## src/rtl/writeback_stage.sv

```systemverilog
// writeback_stage: registered MEM/WB latch feeding the register-file write port.
// The result is selected from link PC+4, the (optionally extracted) load value or
// the ALU result at capture time and held in the latch.  A one-shot "fresh" flag
// gives exactly one write strobe per captured entry, however long the hold lasts.
// Writes to $0 and faulting (misaligned) loads are suppressed; a retire counter
// counts every captured, non-faulting entry.
// Optional build macro: WB_SUBWORD_EN enables byte/halfword load extraction with
// sign/zero extension (requires DATA_W == 32).  Without it every load is a full word.
module writeback_stage #(
    parameter int DATA_W     = 32,
    parameter int REG_ADDR_W = 5,
    parameter int CNT_W      = 32
) (
    input  logic                  clk,
    input  logic                  rstn,
    input  logic                  ivalid,
    input  logic                  ihold,
    input  logic                  iflush,
    input  logic                  iSig_regfile_write,
    input  logic                  iSig_MemtoReg,
    input  logic                  iSig_Link,
    input  logic [1:0]            iload_size,
    input  logic                  iload_unsigned,
    input  logic [REG_ADDR_W-1:0] iwrite_reg,
    input  logic [DATA_W-1:0]     iread_from_ram,
    input  logic [DATA_W-1:0]     ialu_result,
    input  logic [DATA_W-1:0]     ipc_plus4,
    output logic                  oready,
    output logic                  oregfile_we,
    output logic [REG_ADDR_W-1:0] owrite_reg,
    output logic [DATA_W-1:0]     odata2write2regfile,
    output logic                  omisaligned,
    output logic [CNT_W-1:0]      oretired
);

    logic                  valid_q, valid_d;
    logic                  fresh_q, fresh_d;
    logic                  regwrite_q, regwrite_d;
    logic                  misaligned_q, misaligned_d;
    logic [REG_ADDR_W-1:0] write_reg_q, write_reg_d;
    logic [DATA_W-1:0]     data_q, data_d;
    logic [CNT_W-1:0]      retired_q, retired_d;

    logic [DATA_W-1:0]     load_val;
    logic                  misaligned_in;
    logic                  capture;

`ifdef WB_SUBWORD_EN
    generate
        if (DATA_W != 32) begin : g_bad_width
            $error("writeback_stage: WB_SUBWORD_EN requires DATA_W == 32");
        end
    endgenerate

    logic [7:0]  byte_lane;
    logic [15:0] half_lane;

    // Little-endian lane extraction and sign/zero extension of sub-word loads.
    always_comb begin
        byte_lane = iread_from_ram[7:0];
        case (ialu_result[1:0])
            2'd0:    byte_lane = iread_from_ram[7:0];
            2'd1:    byte_lane = iread_from_ram[15:8];
            2'd2:    byte_lane = iread_from_ram[23:16];
            default: byte_lane = iread_from_ram[31:24];
        endcase
        half_lane = ialu_result[1] ? iread_from_ram[31:16] : iread_from_ram[15:0];
        case (iload_size)
            2'b00:   load_val = {{(DATA_W-8){~iload_unsigned & byte_lane[7]}}, byte_lane};
            2'b01:   load_val = {{(DATA_W-16){~iload_unsigned & half_lane[15]}}, half_lane};
            default: load_val = iread_from_ram;
        endcase
        misaligned_in = iSig_MemtoReg &
                        (((iload_size == 2'b01) & ialu_result[0]) |
                         (iload_size[1] & (ialu_result[1:0] != 2'b00)));
    end
`else
    logic unused_subword;

    // Full-word loads only; size and signedness controls have no effect.
    always_comb begin
        load_val       = iread_from_ram;
        misaligned_in  = iSig_MemtoReg & (ialu_result[1:0] != 2'b00);
        unused_subword = ^{iload_size, iload_unsigned};
    end
`endif

    assign capture = ivalid & ~ihold & ~iflush;

    // Next-state of the latch: flush beats hold, hold beats capture.
    always_comb begin
        valid_d      = valid_q;
        fresh_d      = fresh_q;
        regwrite_d   = regwrite_q;
        misaligned_d = misaligned_q;
        write_reg_d  = write_reg_q;
        data_d       = data_q;
        retired_d    = retired_q;
        if (iflush) begin
            valid_d = 1'b0;
            fresh_d = 1'b0;
        end else if (ihold) begin
            fresh_d = 1'b0;
        end else if (capture) begin
            valid_d      = 1'b1;
            fresh_d      = 1'b1;
            regwrite_d   = iSig_regfile_write;
            misaligned_d = misaligned_in;
            write_reg_d  = iwrite_reg;
            if (iSig_Link) begin
                data_d = ipc_plus4;
            end else if (iSig_MemtoReg) begin
                data_d = load_val;
            end else begin
                data_d = ialu_result;
            end
            if (!misaligned_in) begin
                retired_d = retired_q + {{(CNT_W-1){1'b0}}, 1'b1};
            end
        end else begin
            valid_d = 1'b0;
            fresh_d = 1'b0;
        end
    end

    // MEM/WB latch and retire counter; reset discards any entry in flight.
    always_ff @(posedge clk or negedge rstn) begin
        if (!rstn) begin
            valid_q      <= 1'b0;
            fresh_q      <= 1'b0;
            regwrite_q   <= 1'b0;
            misaligned_q <= 1'b0;
            write_reg_q  <= '0;
            data_q       <= '0;
            retired_q    <= '0;
        end else begin
            valid_q      <= valid_d;
            fresh_q      <= fresh_d;
            regwrite_q   <= regwrite_d;
            misaligned_q <= misaligned_d;
            write_reg_q  <= write_reg_d;
            data_q       <= data_d;
            retired_q    <= retired_d;
        end
    end

    assign oready              = ~ihold;
    assign oregfile_we         = valid_q & fresh_q & regwrite_q &
                                 (write_reg_q != '0) & ~misaligned_q;
    assign owrite_reg          = write_reg_q;
    assign odata2write2regfile = data_q;
    assign omisaligned         = valid_q & misaligned_q;
    assign oretired            = retired_q;

endmodule

```

## config.mk

```make
export PLATFORM = sky130hd
export DESIGN_NAME = writeback_stage
export DESIGN_NICKNAME = d
export VERILOG_FILES = /design/src/rtl/writeback_stage.sv
export SDC_FILE = /design/constraint.sdc
export NUM_CORES = 1
export LEC_CHECK = 0
export ABC_AREA = 1
export CAP_MARGIN = 0
export CORE_UTILIZATION = 42
export DETAILED_ROUTE_END_ITERATION = 16
export PLACE_DENSITY = 0.93
export SYNTH_ARGS = -nofsm -noshare
export SYNTH_HDL_FRONTEND = slang
export SYNTH_SLANG_ARGS = --single-unit
```

## constraint.sdc

```tcl
create_clock -name clk -period 1.65 [get_ports clk]
set_input_delay 0.2475 -clock clk [delete_from_list [all_inputs] [get_ports clk]]
set_output_delay 0.2475 -clock clk [all_outputs]
set_load 0.02 [all_outputs]
```

# [Yosys cells after proc, flatten, opt, wreduce, memory -nomap -nowiden]
# Index checks and enable logic that the tools add are counted.
[word_totals] register_bits=73 in_bits=112 out_inout_bits=72 word_cells=32
[classes] n_addsub=1 eq_ne=1 n_mux=7 bitwise_logic=12 n_reduce_logical=4
[op_table] cell="32-bit two-way mux" n=2
[op_table] cell="32-bit by 1-bit adder with 32-bit output (second input constant)" n=1
[op_table] cell="1-bit bitwise AND" n=8
[op_table] cell="1-bit two-way mux" n=5
[op_table] cell="5-bit nonzero test" n=1
[op_table] cell="1-bit inverter" n=4
[op_table] cell="4-bit AND reduction" n=1
[op_table] cell="3-bit AND reduction" n=1
[op_table] cell="2-bit by 1-bit != test with 1-bit output (second input constant)" n=1
[op_table] cell="2-bit nonzero test" n=1

# [Longest topological paths before layout]
[logic_depth] word_depth=6 ltp_mapped=10 ltp_nobuf=9

# [Least setup slack after synthesis]
# OpenSTA, ideal clock, no wires.
[synth_path] path_kind="register to register" start="register retired_q[0], in the netlist oretired[0]" end="register retired_q[20], in the netlist oretired[20]" setup_ps=118 t_arrival_ps=1410 required_ps=1532 setup_slack_ps=122 stages_incl_launch_ff=9 path_buffers=0 synth_period_minus_slack_ps=1528 cell_sequence="dfrtp_1 > ha_1 > nand3_1 > inv_1 > nand2_1 > nor2_1 > nand2_1 > xor2_1 > inv_1"
[synth_between] elab_chain_len=1
[synth_rtl] element="from (decl)" line_no="42" source="logic [CNT_W-1:0] retired_q, retired_d;"
[synth_rtl] element="from (signal assigned)" line_no="143" source="retired_q <= retired_d;"
[synth_rtl] element="32-bit by 1-bit adder with 32-bit output" line_no="118" source="retired_d = retired_q + {{(CNT_W-1){1'b0}}, 1'b1};"
# No other way between the ends.
# A chain may end at the register's enable or synchronous reset.

# [Worst setup path in the final report]
[layout_path] start="register write_reg_q[2], in the netlist owrite_reg[2]" end="output owrite_reg[2]"
[layout_lines] element="from (decl)" line_no="40" source="logic [REG_ADDR_W-1:0] write_reg_q, write_reg_d;"
[layout_lines] element="from (signal assigned)" line_no="141" source="write_reg_q <= write_reg_d;"
[layout_lines] element="to (decl)" line_no="30" source="output logic [REG_ADDR_W-1:0] owrite_reg,"
# No word-level cell between the ends.

==> flow_summary_export.csv <==
group,metric,value,unit
logic_synthesis,synth_top_area_share,45.4,%
floorplan,initial_core_util,43.4,%
timing,final.period_utilization,97.3,%
finish,layout_commonest_cell,"nand2_1",
power_and_ir_drop,cellPowerDensity,801,nW/um^2
finish,fillerInstances,738,
critical_path,cp_slowest_cell,"clkdlybuf4s50_1",
clocking,clk_latency,340,ps
timing,report.final.hold_viol_count,0,
clocking,cts_root_buffer,"clkbuf_8",
critical_path,critical_path.top_delay_family,"buffers and inverters",
status,status,"completed",
drt,first_pass_iters,6,
logic_synthesis,synth-seq-cells,73,
critical_path,count_of_buffering_cells_on_the_critical_path_with_inverters_included,1,
critical_path,critPathMaxStageDelay,630,ps
floorplan,design.portCount,184,
drt,wl_met1,5.18,mm
logic_synthesis,syn-cell-area,4030,um^2
drt,route.detailed.drc,0,
floorplan,placeableCoreArea,9280,um^2
logic_synthesis,post_synth_inst_count,536,
logic_synthesis,syn_area_per_cell,7.51,um^2
critical_path,rr_endpoint,"oretired[23]$_DFFE_PN0P_",
finish,share_of_the_core_filled_with_cells,68.8,%
grt,first_global_vias,4387,
floorplan,die_h,99.9,um
critical_path,endpoint_kind,"output pin",
run,max-cap-violations,0,
finish,post_route_cells_drive_above_1_share,9.36,%
timing,finalCriticalPeriod,1610,ps
power_and_ir_drop,irDropWorstVdd,0.000496,V
clocking,clock_tree_from_tritoncts,"yes",
clocking,cts.htree.levels,3,
finish,antenna_cells_inserted,0,
critical_path,cp_data_arrival_time,1360,ps
clocking,tritoncts.num_buffers,9,
placed_design,place.detailed.hpwl,10.1,mm
drt,routed_via_density,5.14,
logic_synthesis,main_area_contributors_after_synthesis,"dfrtp_1 (45%), nand2_1 (15%), a21oi_1 (8.1%)",
critical_path,reg2regPathDepth,9,
drt,met3_wire_length,1.16,mm
timing,skew,8.33,ps
finish,area.growth.synth_to_final,58.5,%
floorplan,floorplan.die_area,9990,um^2
timing,final-max-slew-violation-count,0,
timing,timing.max_slew.rel_slack,68.4,%
drt,initialDrtViolationCount,136,
timing,timing.setup.tns,0,ps
timing,finalSetupViolCount,0,
power_and_ir_drop,p_total,5.12,mW
finish,layout_common_cells,"nand2_1 (162), clkdlybuf4s50_1 (142), dfrtp_1 (73), a21oi_1 (65), nor2_1 (64)",
power_and_ir_drop,power.leakage,3.05,nW
floorplan,floorplan.die.width,99.9,um
clocking,clockBufferDepth,2,
drt,dr.max_layer_used,"met4",
drt,final_antenna_net_count,0,
logic_synthesis,synth_seq_area_share,45.4,%
critical_path,crit_type,"flip-flop to output pin",
drt,wl_per_cell,15.6,um
grt,overflow,0,
grt,maximum_number_of_pins_on_one_net_before_global_route_repair,48,
placed_design,gpl.final_weighted_congestion,0.903,
logic_synthesis,post-synth-top-area-cell,"dfrtp_1",
critical_path,start_kind,"flip-flop",
logic_synthesis,yosys.cell_types.count,28,
grt,grt_first_pass_wirelength,20.6,mm
placed_design,port_buffers,180,
clocking,clkSinkCount,73,
timing,max_slew.worst_pin.slew,474,ps
timing,fmaxAchievable,623,MHz
drt,vias,4452,
clocking,clock_slew_at_reported_path_ffs,80,ps
critical_path,worst-r2r-setup-slack,120,ps
critical_path,path_cells,"clkdlybuf4s50_1",
critical_path,data_required_time_at_the_worst_endpoint,1400,ps
drt,route.final.wire_length,13.5,mm
hold_path,worstHoldPathType,"input pin to async pin",
drt,wl_met2,6.71,mm
grt,grtUsageTotal,26.6,%
logic_synthesis,synth_nets,649,
logic_synthesis,yosysWarningCount,0,
critical_path,timing.critical_path.fanout_max,3,
finish,nNetsFinal,845,
floorplan,num_rows,35,
critical_path,worst_r2r_startpoint,"oretired[15]$_DFFE_PN0P_",
grt,antenna_found_initial,0,
==> synthesized netlist by cell type <==
| library cell | number |
|---|---|
| o21ai_0 | 2 |
| inv_1 | 34 |
| nand3_1 | 22 |
| a21oi_1 | 65 |
| xor2_1 | 6 |
| nand4_1 | 9 |
| buf_1 | 2 |
| a211o_1 | 1 |
| nand3b_1 | 1 |
| o21ai_1 | 1 |
| nand2_1 | 164 |
| nor2_2 | 5 |
| a21o_1 | 32 |
| inv_2 | 2 |
| nor3b_1 | 1 |
| buf_6 | 1 |
| clkbuf_1 | 11 |
| nor2_4 | 3 |
| dfrtp_1 | 73 |
| and3_1 | 1 |
| nand2_2 | 4 |
| nor3_1 | 3 |
| nor2_8 | 1 |
| ha_1 | 1 |
| nor2_1 | 67 |
| xnor2_1 | 13 |
| and2_1 | 2 |
| buf_2 | 9 |
==> power by group <==
part | internal [mW] | total (mW) | switching (mW) | leakage, nW
Sequential | 2.01 | 2.17 | 0.158 | 0.896
Combinational | 0.801 | 1.56 | 0.757 | 2.06
Clock | 0.735 | 1.39 | 0.656 | 0.0953
==> timing repair <==
| action | 4_1_cts | 5_1_grt |
|---|---|---|
| gates resized for setup | 30 | 21 |
| endpoints found under the setup margin | 26 | 27 |
| hold endpoints to repair | 35 | 0 |
| pin swaps | 1 | 2 |
| hold buffers | 1 | 0 |
| buffers inserted | 0 | 3 |
==> worst max path at each step <==
stage | from | endpoint | slack [ps] | depth (start not counted)
2_1_floorplan | oretired[0]$_DFFE_PN0P_ | oretired[20]$_DFFE_PN0P_ | 120 | 8
3_3_place_gp | ialu_result[1] | oretired[20]$_DFFE_PN0P_ | -250 | 8
3_5_place_dp | ialu_result[1] | oretired[22]$_DFFE_PN0P_ | -290 | 7
4_1_cts | oretired[8]$_DFFE_PN0P_ | oretired[8] | 1 | 1
5_1_grt | oretired[4]$_DFFE_PN0P_ | oretired[27]$_DFFE_PN0P_ | -30 | 8
6_report | owrite_reg[2]$_DFFE_PN0P_ | owrite_reg[2] | 40 | 1
==> cell families (layout without fill, tap and decap cells) <==
kind of cell / Yosys count / after routing / synth area share (%)
XOR/XNOR: 19 / 19 / 4.13
adder cells (fa/ha/maj): 1 / 1 / 0.311
buffers and inverters: 59 / 260 / 5.96
AND/OR/NAND/NOR: 283 / 283 / 29.6
AO/OA/AOI/OAI: 101 / 101 / 14.6
flip-flops: 73 / 73 / 45.4
==> metal layers <==
metal,vias up,GRT usage (%)
met5,-,0
met4,0,14.7
met3,40,6.27
met2,221,47.9
met1,2087,28.7
li1,2104,-
==> final cells by class <==
cell class | instances | area (um^2) | share of cell area, %
clock inverter | 5 | 55.1 | 0.862
multi-input combinational | 404 | 2010 | 31.4
tap | 129 | 161 | 2.53
inverter | 36 | 135 | 2.12
sequential | 73 | 1830 | 28.6
clock buffer | 11 | 141 | 2.21
timing repair buffer | 208 | 2060 | 32.2
==> through the flow <==
step                setup WS (ps)  instance area (um^2)  std cells  hold slack [ps]
floorplan                     122                  4030        536            -48.1
global placement             -255                  6120        846              236
detailed placement           -294                  6120        846              245
CTS                          1.07                  6300        863              380
global route                -30.0                  6380        866              427
finish                       44.6                  6380        866              397
==> worst reg2reg max path: cells and delay by family (launching register included) <==
kind          cells  cell delay (ps)
simple gates      9              960
flops             1              460
Note: power is estimated with default switching activity, not from simulation.
